===== src/rtl/uart_tx_sched.sv =====
// uart_tx_sched: round-robin scheduler that frames one 16-bit channel sample
// at a time as a byte packet and feeds it to a start/busy byte transmitter.
// Packet: HDR, {5'b0,id}, sample[15:8], sample[7:0].
// Optional macro TXSCHED_CHECKSUM_EN appends id ^ msb ^ lsb as a fifth byte.
module uart_tx_sched #(
   parameter int          NCH = 4,
   parameter logic [7:0]  HDR = 8'hA5
) (
   input  logic              clk,
   input  logic              rst,
   input  logic [NCH-1:0]    req_valid,
   input  logic [NCH*16-1:0] req_data,
   output logic [NCH-1:0]    req_ready,
   output logic              tx_start,
   output logic [7:0]        tx_data,
   input  logic              tx_busy,
   output logic              sched_busy,
   output logic [2:0]        grant_id
);

`ifdef TXSCHED_CHECKSUM_EN
   localparam logic [2:0] LAST_IDX = 3'd4;
`else
   localparam logic [2:0] LAST_IDX = 3'd3;
`endif

   typedef enum logic [1:0] {S_IDLE, S_SEND, S_WAIT_HI, S_WAIT_LO} state_t;

   state_t      state_q, state_d;
   logic [2:0]  last_q, last_d;
   logic [2:0]  idx_q, idx_d;
   logic [2:0]  grant_q, grant_d;
   logic [7:0]  tx_data_q, tx_data_d;
   logic [2:0]  id_q;
   logic [15:0] sample_q;

   logic [7:0]  valid_ext;
   logic [7:0]  ready_ext;
   logic [3:0]  cand;
   logic        win_found;
   logic [2:0]  win_idx;
   logic [15:0] win_sample;
   logic        accept;

`ifdef TXSCHED_CHECKSUM_EN
   function automatic logic [7:0] chk_byte(input logic [2:0] id, input logic [15:0] s);
      return {5'b0, id} ^ s[15:8] ^ s[7:0];
   endfunction
`endif

   // Byte at position idx of the packet built from a captured id/sample.
   function automatic logic [7:0] pkt_byte(input logic [2:0] idx, input logic [2:0] id,
                                           input logic [15:0] s);
      logic [7:0] b;
      case (idx)
         3'd0:    b = HDR;
         3'd1:    b = {5'b0, id};
         3'd2:    b = s[15:8];
         3'd3:    b = s[7:0];
`ifdef TXSCHED_CHECKSUM_EN
         3'd4:    b = chk_byte(id, s);
`endif
         default: b = 8'h00;
      endcase
      return b;
   endfunction

   // Round-robin search starting after the last granted channel, wrapping at NCH.
   always_comb begin
      valid_ext            = '0;
      valid_ext[NCH-1:0]   = req_valid;
      win_found            = 1'b0;
      win_idx              = last_q;
      cand                 = '0;
      for (int k = 1; k <= NCH; k++) begin
         cand = {1'b0, last_q} + 4'(k);
         if (cand >= 4'(NCH)) cand = cand - 4'(NCH);
         if (!win_found && valid_ext[cand[2:0]]) begin
            win_found = 1'b1;
            win_idx   = cand[2:0];
         end
      end
   end

   // Select the winning channel's sample and form the one-hot accept strobe.
   always_comb begin
      win_sample = '0;
      for (int i = 0; i < NCH; i++) begin
         if (win_idx == 3'(i)) win_sample = req_data[16*i +: 16];
      end
      ready_ext = '0;
      if (state_q == S_IDLE && win_found) ready_ext[win_idx] = 1'b1;
   end

   assign req_ready  = ready_ext[NCH-1:0];
   assign accept     = (state_q == S_IDLE) && win_found;
   assign tx_start   = (state_q == S_SEND);
   assign tx_data    = tx_data_q;
   assign sched_busy = (state_q != S_IDLE);
   assign grant_id   = grant_q;

   // Next-state logic: grant in IDLE, pulse start, then track the busy frame.
   always_comb begin
      state_d   = state_q;
      last_d    = last_q;
      idx_d     = idx_q;
      grant_d   = grant_q;
      tx_data_d = tx_data_q;
      case (state_q)
         S_IDLE: begin
            if (win_found) begin
               last_d    = win_idx;
               grant_d   = win_idx;
               idx_d     = 3'd0;
               tx_data_d = HDR;
               state_d   = S_SEND;
            end
         end
         S_SEND: begin
            state_d = S_WAIT_HI;
         end
         S_WAIT_HI: begin
            if (tx_busy) state_d = S_WAIT_LO;
         end
         S_WAIT_LO: begin
            if (!tx_busy) begin
               if (idx_q == LAST_IDX) begin
                  state_d = S_IDLE;
               end else begin
                  idx_d     = idx_q + 3'd1;
                  tx_data_d = pkt_byte(idx_q + 3'd1, id_q, sample_q);
                  state_d   = S_SEND;
               end
            end
         end
         default: state_d = S_IDLE;
      endcase
   end

   // Control registers with synchronous reset; reset abandons any packet.
   always_ff @(posedge clk) begin
      if (rst) begin
         state_q   <= S_IDLE;
         last_q    <= 3'(NCH - 1);
         idx_q     <= 3'd0;
         grant_q   <= 3'd0;
         tx_data_q <= 8'h00;
      end else begin
         state_q   <= state_d;
         last_q    <= last_d;
         idx_q     <= idx_d;
         grant_q   <= grant_d;
         tx_data_q <= tx_data_d;
      end
   end

   // Packet payload captured once at acceptance so later input changes are ignored.
   always_ff @(posedge clk) begin
      if (accept) begin
         sample_q <= win_sample;
         id_q     <= win_idx;
      end
   end

endmodule


===== config.mk =====
export PLATFORM = sky130hd
export DESIGN_NAME = uart_tx_sched
export DESIGN_NICKNAME = d
export VERILOG_FILES = /design/src/rtl/uart_tx_sched.sv
export SDC_FILE = /design/constraint.sdc
export NUM_CORES = 1
export LEC_CHECK = 0
export ABC_AREA = 0
export CAP_MARGIN = 40
export CORE_ASPECT_RATIO = 2
export CORE_MARGIN = 2
export CORE_UTILIZATION = 31
export DETAILED_ROUTE_END_ITERATION = 8
export PLACE_DENSITY_LB_ADDON = 0.25
export SLEW_MARGIN = 20
export SYNTH_ARGS = -nofsm -noshare
export SYNTH_HDL_FRONTEND = slang
export SYNTH_SLANG_ARGS = --single-unit
export TNS_END_PERCENT = 1

===== constraint.sdc =====
create_clock -name clk -period 3.6 [get_ports clk]
set_clock_uncertainty 0.05 [all_clocks]
set_input_delay 0.36 -clock clk [delete_from_list [all_inputs] [get_ports clk]]
set_output_delay 0.36 -clock clk [all_outputs]
set_load 0.01 [all_outputs]

==> flow_summary.yaml, run 1 <==
outcome:
  status: "finished, final reports clean"
route:
  routed_wl_um: 5550
  post_drt_wl_per_cell_um: 13.4
  drc: 0
  via_per_inst: 4.98
  drtPass1Iterations: 4
  drtIter0Drc: 72
  drtAntennaViolNets: 0
  vias: 2067
critical_path:
  cp.required_ns: 3.19
  critPathBufInv: 3
  worstPathArrival_ns: 3.02
  endpoint_kind: "output port"
  setup.worst_path.class: "flop to output port"
  crit_path_max_incr_delay_ns: 0.55
  start_kind: "flop"
  crit_family: "buffers and inverters"
  r2r_setup_slack_ns: 0.56
  crit_fanout: 5
  worstPathCellList: "inv_1, ha_4, mux4_2, o21ai_2, and4_4, nand2b_2, clkinv_1, and3_1, clkdlybuf4s50_1"
  slowest_stage: "mux4_2"
global_routing:
  grt_pass1_vias: 1954
  overflow: 0
  grt.total_usage_pct: 13.2
  grt_pass1_wl_um: 9030
  grt_max_degree: 34
  grt_antenna_before_repair: 0
clock_network:
  cts_tree: "yes"
  numCtsBuffers: 5
  clk_pin_slew_worst_paths_ns: 0.06
  cts_root_buf: "clkbuf_16"
  holdBufCountCts: 0
  htreeDepth: 2
  clkLatencyLatePin_ns: 0.28
  clock-sinks: 37
  clockBufferDepth: 2
worst_hold_path:
  min_path_type: "flop to flop"
logic_synthesis:
  synthCells: 231
  yosysUniqueCellTypes: 49
  yosysWarningCount: 0
  syn_nets: 315
  synth_seq_area_share_pct: 37.7
  yosys.area.top_type_share_pct: 23.1
  syn_area_um2: 2470
  syn-mean-instance-area_um2: 10.7
  async_flop_share_pct: 0
  yosys.area.top_type: "edfxtp_1"
  ys_ff_latch: 37
  netlist_top_cells_area: "edfxtp_1, dfxtp_1, mux2i_1, ha_1, o22ai_1"
  synth-edff-count: 19
  dominantRegCellSynth: "edfxtp_1"
power_and_ir_drop:
  irDropWorstVdd_v: 0.000384
  p_leak_nw: 1.40
  finalPower_mw: 2.92
  powerDensity_nw_per_um2: 811
floorplan:
  dieArea_um2: 8740
  chipWidth_um: 67.1
  io-pin-count: 88
  initial_utilization_pct: 31.5
  rows: 46
  coreArea_um2: 7830
  dieHeight_um: 130
timing:
  fin_crit_sh_pct: 95.4
  setup_violations: 0
  hold_violations: 0
  rsz0062_at_grt: "false"
  totalNegativeSetupSlack_ns: 0
  slew_headroom_pct: 60.8
  hold_ws_ns: 0.420
  tightest_slew_ns: 0.589
  fmax_ghz: 0.291
  period_minus_slack_ns: 3.43
  slew_viol_final: 0
final_layout:
  seqCellArea_um2: 931
  fillers: 726
  mostFrequentLayoutCell: "clkdlybuf4s50_1"
  final_nets: 402
  diodes: 0
  final_cell_mix: "clkdlybuf4s50_1, mux2i_1, edfxtp_1"
  area_delta_synth_final_pct: 45.6
  multi_input_comb_area_um2: 1390
  drive_above_1_share_pct: 9.09
placed_design:
  dp_hpwl_um: 4370
  port_buffers: 87
  gp_congestion: 0.849
job:
  max_cap_violations: 0
[through the flow]
| stage | cell area [um2] | utilization, % | cells | setup WS, ns |
|---|---|---|---|---|
| final | 3590 | 45.9 | 415 | 0.167 |
| after global routing | 3590 | 45.9 | 415 | 0.00923 |
| after CTS | 3560 | 45.5 | 414 | 0.0347 |
| after detailed placement | 3390 | 43.3 | 406 | 0.344 |
| after global placement | 3390 | 43.3 | 406 | 0.379 |
| after floorplan | 2470 | - | 231 | 0.254 |
[logic make-up (layout without fill, tap and decap cells)]
kind of cell | count (synthesis) | after routing | synth area share [%]
AOI/OAI and AO/OA | 58 | 58 | 18.0
xor gates and xnor gates | 1 | 1 | 1.12
adders and majority gates | 13 | 13 | 6.59
buffers and inverters | 28 | 116 | 6.64
DFF | 37 | 37 | 37.7
muxes | 40 | 40 | 18.0
and+or+nand+nor | 54 | 54 | 12.0
[synthesized netlist by cell type (all sizes together), types with 2 or more instances]
cell type  instances
nand2b             6
o21ai              7
clkbuf             5
nor2b              3
a222oi             3
a21oi              7
mux4               3
o22ai             16
o21bai             2
nand2             11
dfxtp             18
nand4              3
nor2              13
a22oi              4
buf                8
edfxtp            19
a22o               4
a211oi             4
nor3b              4
nor3               6
mux2               2
a221oi             2
and3               2
ha                13
inv               14
o31ai              4
mux2i             35
[path summary, 6_finish.rpt]
check | start | endpoint | cells after the start
min | grant_id[0] | grant_id[0] | 2
max | last_q[0] | req_ready[3] | 9
max reg2reg | last_q[0] | sample_q[2] | 9
min reg2reg | grant_id[0] | grant_id[0] | 2
[routing by layer]
layer	GRT usage, %	vias up	part of all wire (%)
met5	0	-	0
met4	4.80	0	2.0
met3	2.59	10	6.2
met2	22.2	87	49
met1	16.5	913	43
li1	-	1057	-
[power breakdown]
group          total (mW)  internal, mW  switching [mW]
Clock               0.495         0.327           0.167
Sequential          0.789         0.713          0.0760
Combinational        1.63         0.756           0.878
[flip-flops by register name (all words and copies together), names as in the netlist]
signal,cells
tx_data,8
state_q,2
idx_q,3
last_q,3
grant_id,2
sample_q,16
id_q,3
[timing repair]
item,CTS,global route
endpoints found under the setup margin,0,3
gates resized for setup,0,4
buffers inserted,0,0
[worst min-delay path, delay by kind of cell (launching register included)]
kind,cells,cell delay [ns]
AO/OA/AOI/OAI,1,0.05
flip-flops,1,0.31
AND/OR/NAND/NOR,1,0.05
[area by class of cell]
class	count	area share, %
Multi-Input combinational cell	166	38.7
Clock buffer	5	3.48
Clock inverter	3	1.29
Tap cell	96	3.34
Sequential cell	37	25.9
Timing Repair Buffer	93	25.7
Inverter	15	1.57
No activity file was read; power rests on OpenSTA's default activity.
==> inputs of run 2 (changes only) <==
--- a/config.mk
+++ b/config.mk
@@ -11,6 +11,7 @@
 export CORE_MARGIN = 2
 export CORE_UTILIZATION = 31
 export DETAILED_ROUTE_END_ITERATION = 8
+export GPL_TIMING_DRIVEN = 0
 export PLACE_DENSITY_LB_ADDON = 0.25
 export SLEW_MARGIN = 20
 export SYNTH_ARGS = -nofsm -noshare
==> flow_summary.yaml, run 2 (synthesis results as in run 1) <==
critical_path:
  setup.worst_path.class: "flop to output port"
  endpoint_kind: "output port"
  slowest_stage: "mux4_2"
  r2r_setup_slack_ns: 0.54
  cp.required_ns: 3.19
  crit_family: "buffers and inverters"
  crit_cells: 10
  startpoint: "last_q[0]"
  crit_path_max_incr_delay_ns: 0.56
  worstPathArrival_ns: 2.88
  r2r_cells: 9
  rr_endpoint: "sample_q[8]"
  cp-endpoint: "req_ready[2]"
  worstPathCellList: "buf_6, clkinvlp_4, ha_4, mux4_2, o21ai_4, and4_4, nand2b_4, buf_4, nor3b_1, dlygate4sd2_1"
  r2r_start: "last_q[0]"
  crit_fanout: 10
  critPathBufInv: 4
  start_kind: "flop"
final_layout:
  final_nets: 414
  regMostFlops: "sample_q"
  mostFrequentLayoutCell: "clkdlybuf4s50_1"
  diodes: 0
  area_delta_synth_final_pct: 49.6
  drive_above_1_share_pct: 11.2
  fin_util_pct: 47.2
  fin_area_um2: 3690
  final_cell_mix: "clkdlybuf4s50_1, mux2i_1, edfxtp_1"
  stdcell_count: 427
  fillers: 741
  largest_reg_flops: 16
route:
  via_per_inst: 4.99
  drtIter0Drc: 100
  drc: 0
  post_drt_wl_per_cell_um: 14.1
  drtPass1Iterations: 5
  drtAntennaViolNets: 0
  routed_wl_um: 6030
  vias: 2130
outcome:
  status: "finished, final reports clean"
floorplan:
  io-pin-count: 88
  coreArea_um2: 7830
  chipWidth_um: 67.1
  initial_utilization_pct: 31.5
  dieArea_um2: 8740
  rows: 46
  dieHeight_um: 130
power_and_ir_drop:
  p_leak_nw: 1.50
  irDropWorstVdd_v: 0.000406
  finalPower_mw: 3.09
  powerDensity_nw_per_um2: 835
placed_design:
  port_buffers: 87
  gp_congestion: 0.888
  placed_cell_area_um2: 3460
  dp_cells: 414
  dp_hpwl_um: 4710
clock_network:
  clk_pin_slew_worst_paths_ns: 0.05
  clkLatencyLatePin_ns: 0.28
  cts_tree: "yes"
  cts_root_buf: "clkbuf_16"
  numCtsBuffers: 5
  clockBufferDepth: 2
  htreeDepth: 2
  clock-sinks: 37
  holdBufCountCts: 0
timing:
  slew_viol_final: 0
  tightest_slew_ns: 0.476
  hold_ws_ns: 0.423
  slew_headroom_pct: 68.3
  fin_crit_sh_pct: 91.3
  period_minus_slack_ns: 3.29
  fmax_ghz: 0.304
  setup_violations: 0
  hold_violations: 0
  rsz0062_at_grt: "false"
worst_hold_path:
  min_path_type: "flop to flop"
  worstHoldStart: "tx_data[6]"
job:
  max_cap_violations: 0
global_routing:
  overflow: 0
  grt_pass1_vias: 2091
  grt_max_degree: 14
  grt.total_usage_pct: 14.9
  grt_pass1_wl_um: 9890
  grt_antenna_before_repair: 0
run 2: cell count changes in the layout (fill, tap and decap cells not counted), moves of 2 or more:
cell,before,now
clkbuf_1,0,5
clkdlybuf4s50_1,87,83
buf_8,1,4
dlymetal6s2s_1,0,3
buf_2,0,2
buf_6,0,2
clkinv_2,0,2
run 2: where the power goes:
part / leakage, nW / switching (mW) / total (mW) / internal (mW)
logic: 1.09 / 0.976 / 1.87 / 0.898
clock network: 0.0740 / 0.162 / 0.424 / 0.261
registers: 0.338 / 0.0767 / 0.788 / 0.712
run 2: worst min-delay path by stage:
stage,to,cells after the start
2_1_floorplan,idx_q[2],2
3_3_place_gp,grant_id[0],2
3_5_place_dp,grant_id[0],2
4_1_cts,grant_id[0],2
5_1_grt,grant_id[0],2
6_report,tx_data[6],2
run 2: per-layer routing:
metal | share of wire [%] | GRT usage [%]
met1 | 40 | 18.0
met3 | 6.0 | 3.02
met5 | 0 | 0
met2 | 52 | 25.6
met4 | 1.7 | 5.40
run 2: worst min-delay path, stage by stage, from the launching register on:
cell	delay, ns
dfxtp_1	0.31
nand2b_1	0.06
o21ai_0	0.06
run 2: cell type report:
type	count	area, um2	area share (%)
plain buffers	13	111	3.01
multi-input cells	166	1400	37.9
clock buffers	6	133	3.59
flip-flops and latches	37	931	25.2
well taps	96	120	3.25
clock inverters	2	10.0	0.271
inverters	15	72.6	1.96
repair buffers	91	907	24.6
repair inverters	1	8.76	0.237
run 2: repair_timing:
action                     CTS  global route
gates resized for setup     10             3
buffers inserted             4             0
cloned                       1             0
pin swaps                    2             0
setup endpoints to repair    5             3
run 2: per-stage QoR:
stage | setup WS, ns | TNS, ns
floorplan | 0.254 | 0
global placement | -0.577 | -1.10
detailed placement | -0.646 | -1.28
CTS | -0.0109 | -0.0109
global route | 0.123 | 0
finish | 0.314 | 0
